## src/rtl/booth_pkg.sv

```systemverilog
// Shared encodings for the Booth multiplier control unit: register op codes,
// M/adder controls and FSM state names.
package booth_pkg;

    typedef enum logic [1:0] {
        REG_LOAD  = 2'b00,
        REG_RESET = 2'b01,
        REG_SHIFT = 2'b10,
        REG_HOLD  = 2'b11
    } reg_op_t;

    localparam logic M_LD = 1'b1;
    localparam logic M_HD = 1'b0;
    localparam logic ADD  = 1'b0;
    localparam logic SUB  = 1'b1;

    typedef enum logic [2:0] {
        S_IDLE,
        S_LOAD,
        S_EVAL,
        S_SHIFT,
        S_DONE
    } state_t;

endpackage

```

## src/rtl/booth_iter_counter.sv

```systemverilog
// Saturating iteration counter for the Booth sequencer; 'last' flags that the
// next increment completes the final iteration.
module booth_iter_counter #(
    parameter int WIDTH = 4,
    localparam int CW = $clog2(WIDTH + 1)
) (
    input  logic          clock,
    input  logic          reset_n,
    input  logic          clear,
    input  logic          inc,
    output logic [CW-1:0] count,
    output logic          last
);

    localparam logic [CW-1:0] WIDTH_C = CW'(WIDTH);
    localparam logic [CW:0]   WIDTH_W = (CW + 1)'(WIDTH);

    logic [CW-1:0] count_q;
    logic [CW-1:0] count_d;

    always_comb begin
        count_d = count_q;
        if (clear) begin
            count_d = '0;
        end else if (inc && (count_q != WIDTH_C)) begin
            count_d = count_q + 1'b1;
        end
    end

    always_ff @(posedge clock or negedge reset_n) begin
        if (!reset_n) begin
            count_q <= '0;
        end else begin
            count_q <= count_d;
        end
    end

    // Extra bit so count+1 cannot wrap when count already sits at WIDTH.
    assign last  = (({1'b0, count_q} + {{CW{1'b0}}, 1'b1}) == WIDTH_W);
    assign count = count_q;

endmodule

```

## src/rtl/booth_control_n.sv

```systemverilog
// Control FSM for an N-bit Booth shift-add/subtract multiplier: sequences the
// M/A/Q registers and the adder, with a busy/done handshake.
//
//   state   | meaning
//   --------+---------------------------------------------------------
//   S_IDLE  | waiting for start; all controls hold
//   S_LOAD  | load M and Q, clear A, clear the iteration counter
//   S_EVAL  | inspect {Q[0],Q[-1]}: shift directly on 00/11, else add/sub
//   S_SHIFT | arithmetic shift of A:Q after an add/sub
//   S_DONE  | one-cycle done pulse, then back to idle
module booth_control_n
    import booth_pkg::*;
#(
    parameter int WIDTH = 4,
    localparam int CW = $clog2(WIDTH + 1)
) (
    input  logic          clock,
    input  logic          reset_n,
    input  logic          start,
    input  logic [1:0]    Q_in,
    output logic [1:0]    Q_sig,
    output logic [1:0]    A_sig,
    output logic          M_sig,
    output logic          adder_sig,
    output logic          busy,
    output logic          done_sig,
    output logic [CW-1:0] count
);

    state_t state_q;
    state_t state_d;
    logic   cnt_clear;
    logic   cnt_inc;
    logic   cnt_last;

    booth_iter_counter #(.WIDTH(WIDTH)) u_iter_counter (
        .clock   (clock),
        .reset_n (reset_n),
        .clear   (cnt_clear),
        .inc     (cnt_inc),
        .count   (count),
        .last    (cnt_last)
    );

    always_ff @(posedge clock or negedge reset_n) begin
        if (!reset_n) begin
            state_q <= S_IDLE;
        end else begin
            state_q <= state_d;
        end
    end

    // Q_in is only looked at in S_EVAL so an unknown pair elsewhere cannot leak in.
    always_comb begin
        state_d   = state_q;
        Q_sig     = REG_HOLD;
        A_sig     = REG_HOLD;
        M_sig     = M_HD;
        adder_sig = ADD;
        busy      = 1'b0;
        done_sig  = 1'b0;
        cnt_clear = 1'b0;
        cnt_inc   = 1'b0;

        unique case (state_q)
            S_IDLE: begin
                if (start) begin
                    state_d = S_LOAD;
                end
            end
            S_LOAD: begin
                Q_sig     = REG_LOAD;
                A_sig     = REG_RESET;
                M_sig     = M_LD;
                busy      = 1'b1;
                cnt_clear = 1'b1;
                state_d   = S_EVAL;
            end
            S_EVAL: begin
                busy = 1'b1;
                case (Q_in)
                    2'b00, 2'b11: begin
                        Q_sig   = REG_SHIFT;
                        A_sig   = REG_SHIFT;
                        cnt_inc = 1'b1;
                        state_d = cnt_last ? S_DONE : S_EVAL;
                    end
                    2'b01: begin
                        A_sig     = REG_LOAD;
                        adder_sig = ADD;
                        state_d   = S_SHIFT;
                    end
                    2'b10: begin
                        A_sig     = REG_LOAD;
                        adder_sig = SUB;
                        state_d   = S_SHIFT;
                    end
                    default: begin
                        state_d = S_EVAL;
                    end
                endcase
            end
            S_SHIFT: begin
                Q_sig   = REG_SHIFT;
                A_sig   = REG_SHIFT;
                busy    = 1'b1;
                cnt_inc = 1'b1;
                state_d = cnt_last ? S_DONE : S_EVAL;
            end
            S_DONE: begin
                busy     = 1'b1;
                done_sig = 1'b1;
                state_d  = S_IDLE;
            end
            default: begin
                state_d = S_IDLE;
            end
        endcase
    end

endmodule

```

## config.mk

```make
export PLATFORM = sky130hd
export DESIGN_NAME = booth_control_n
export DESIGN_NICKNAME = d
export VERILOG_FILES = /design/src/rtl/booth_pkg.sv /design/src/rtl/booth_iter_counter.sv /design/src/rtl/booth_control_n.sv
export SDC_FILE = /design/constraint.sdc
export NUM_CORES = 1
export LEC_CHECK = 0
export BUFFER_PORTS_ARGS = -buffer_cell sky130_fd_sc_hd__buf_2
export CAP_MARGIN = 20
export CORE_AREA = 2 2 39 41
export DETAILED_ROUTE_END_ITERATION = 16
export DIE_AREA = 0 0 41 43
export PLACE_DENSITY_LB_ADDON = 0.05
export SLEW_MARGIN = 20
export SYNTH_ARGS = -nofsm -noshare
export SYNTH_HDL_FRONTEND = slang
export SYNTH_SLANG_ARGS = --single-unit
```

## constraint.sdc

```tcl
create_clock -name clock -period 2.4 [get_ports clock]
set_input_delay 0.48 -clock clock [delete_from_list [all_inputs] [get_ports clock]]
set_output_delay 0.48 -clock clock [all_outputs]
set_load 0.02 [all_outputs]
```

==> results.cfg <==
[clock_network]
cts-root-buf = clkbuf_4
cts_max_level = 1
post_cts_buffers = 0
clk_pin_slew_worst_paths_ns = 0.05
ctsResizeCount = 0
cts_tree = done
hold_buffers = 0
clock_path_buffers = 2
clock_latency_ns = 0.24
cts.sinks = 6
cts_buffers = 3

[power]
power.internal_mw = 0.3537
p_switching_mw = 0.3398
p_sw_frac = 0.4900
p_per_area_nw_per_um2 = 1345
p_seq_frac = 0.307
power_mw = 0.6935
max-vdd-ir-drop_mv = 0.4417
leakage_nw = 0.2661
pwr-share-clk = 0.134
p_comb_frac = 0.559

[setup_path]
crit_fanout = 8
cp_slowest_cell = dfrtp_1
max_stage_delay_ns = 0.44
worstSetupEndpointType = primary output
critPathArrivalTime_ns = 1.50
cp-start-kind = register
critPathBufInv = 1
cp_top_family = simple AND/OR/NAND/NOR gates
critPathRequiredTime_ns = 1.92
worstPathCellList = nand2b_1 > nor3b_1 > buf_2
critPathKind = reg -> out

[outcome]
status = finished clean

[timing]
relSlewSlack = 0.5814
fin_ws_ns = 0.4214
worstMarginPinSlew_ns = 0.6279
hold_viol = 0
fin_crit_sh = 0.8244
fin_tns_setup_ns = 0
clock_skew_ns = 0.006635
maxSlewViolCount = 0
finalCriticalPeriod_ns = 1.979
rsz0062_at_grt = no
finalSetupViolCount = 0
fmax_mhz = 505.4

[die]
die_w_um = 41
fp.dieH_um = 43
die_area_um2 = 1763
ios = 16
core_area_um2 = 1384
start_util = 0.2993
num_rows = 14

[detailed_routing]
drc = 0
drt-total-wl_um = 851
vias_per_cell = 4.730
via_count = 350
antenna_left = 0
drt_iter0_drc = 5
routedWlPerCell_um = 11.50
drtPass1Iterations = 2

[cells_and_area]
syn_to_final_growth_pct = 24.47
drive_above_1_share = 0.3793
final_cells = 74
diodes = 0
final_nets = 68
utilization = 0.3725

[synthesis]
yosysWarnings = 0
synthCells = 42
yosysTopAreaCell = dfrtp_1
synth-edff-count = 0
ys_top_cells_by_area = dfrtp_1, ha_1, inv_1
synth.distinct_cells = 24
synth.yosys.seq_area_share = 0.3625
synth_area_per_cell_um2 = 9.861
synth_ff_type = dfrtp_1
syn_area_um2 = 414.1
async_flop_share = 1.000
ys_seq_elements = 6
synthDominantCellAreaShare = 0.3625
syn-num-nets = 50

[placed_design]
dp_hpwl_um = 692.2
dp_cells = 71
port_buffers = 15
place.gp.congestion = 0.6978
pre_cts_ws_ns = 0.5135

[global_routing]
grt_start_max_net_pins = 9
grt_usage = 0.1193
first_global_vias = 316
grt_overflow = 0
antenna_found_initial = 0
grt_first_pass_wirelength_um = 1359

[min_path]
min_path_type = in -> async

[flow_run]
maxCapViolCount = 0
## layout make-up
cell class / instances / area, um2
Multi-Input combinational cell: 27 / 221.5
Clock buffer: 3 / 22.52
Tap cell: 16 / 20.02
Sequential cell: 6 / 150.1
Fill cell: 151 / 868.3
Inverter: 7 / 26.28
Timing Repair Buffer: 15 / 75.07
## state kept, by name (all words and copies together), names as in the netlist
signal	cells
state_q	3
u_iter_counter.count	3
## logic make-up after synthesis
| group | count (synthesis) | synth area share |
|---|---|---|
| and+or+nand+nor | 13 | 0.2326 |
| adders and majority gates | 3 | 0.09064 |
| muxes | 1 | 0.02417 |
| buffers and inverters | 9 | 0.1027 |
| AOI/OAI and AO/OA | 9 | 0.1662 |
| xor gates and xnor gates | 1 | 0.02115 |
| DFF | 6 | 0.3625 |
## synthesized netlist by cell type, drive strengths merged, types with 2 or more instances
cell type	n
inv	7
nor2	2
o21ai	2
nand2b	2
nor3b	2
ha	3
dfrtp	6
o311ai	2
## power groups by stage
| stage | clock [mW] | sequential (mW) | combinational, mW |
|---|---|---|---|
| 5_1_grt | 0.105 | 0.226 | 0.423 |
| 3_3_place_gp | 0 | 0.213 | 0.389 |
| 3_5_place_dp | 0 | 0.216 | 0.395 |
| 2_1_floorplan | 0 | 0.220 | 0.294 |
| 6_report | 0.0930 | 0.213 | 0.388 |
| 4_1_cts | 0.0976 | 0.214 | 0.397 |
## worst register-to-register path, stage by stage, from the launching register on
cell and delay [ns]:
dfrtp_1 0.42, inv_1 0.06, ha_1 0.19, o2bb2ai_1 0.25
o311ai_1 0.30, nand2b_1 0.09
## final timing paths
check | slack [ns] | endpoint | start | cells past startpoint
max in group asynchronous | 2.20 | u_iter_counter.count[2] | reset_n | 1
min reg2reg | 0.55 | state_q[2] | u_iter_counter.count[2] | 1
max | 0.42 | adder_sig | state_q[2] | 3
max reg2reg | 0.97 | u_iter_counter.count[2] | u_iter_counter.count[0] | 5
min in group clock | 0.55 | state_q[2] | u_iter_counter.count[2] | 1
min | 0.05 | state_q[2] | reset_n | 1
## per-stage QoR
step	hold slack, ns	instance area (um2)
6_report	0.04946	515.5
5_1_grt	0.04830	515.5
4_1_cts	0.04797	515.5
3_5_place_dp	0.3146	493.0
3_3_place_gp	0.3110	493.0
2_1_floorplan	0.1844	414.1
## layer usage
metal	track usage	vias up	wire length [um]
met1	0.1513	157	396
met3	0.01571	2	64
li1	-	179	-
met5	0	-	0
met4	0.1200	0	11
met2	0.1594	12	379
## placed cells by master (no fill, tap or decap), types with 2 or more instances in the layout
cell type / netlist / final
buf_2: 0 / 15
clkbuf_4: 0 / 3
nand2b_1: 2 / 2
nor2_1: 2 / 2
nor3b_1: 2 / 2
o311ai_1: 2 / 2
ha_1: 3 / 3
inv_1: 7 / 7
dfrtp_1: 6 / 6
o21ai_0: 2 / 2
Power figures use the tool's default switching activity.
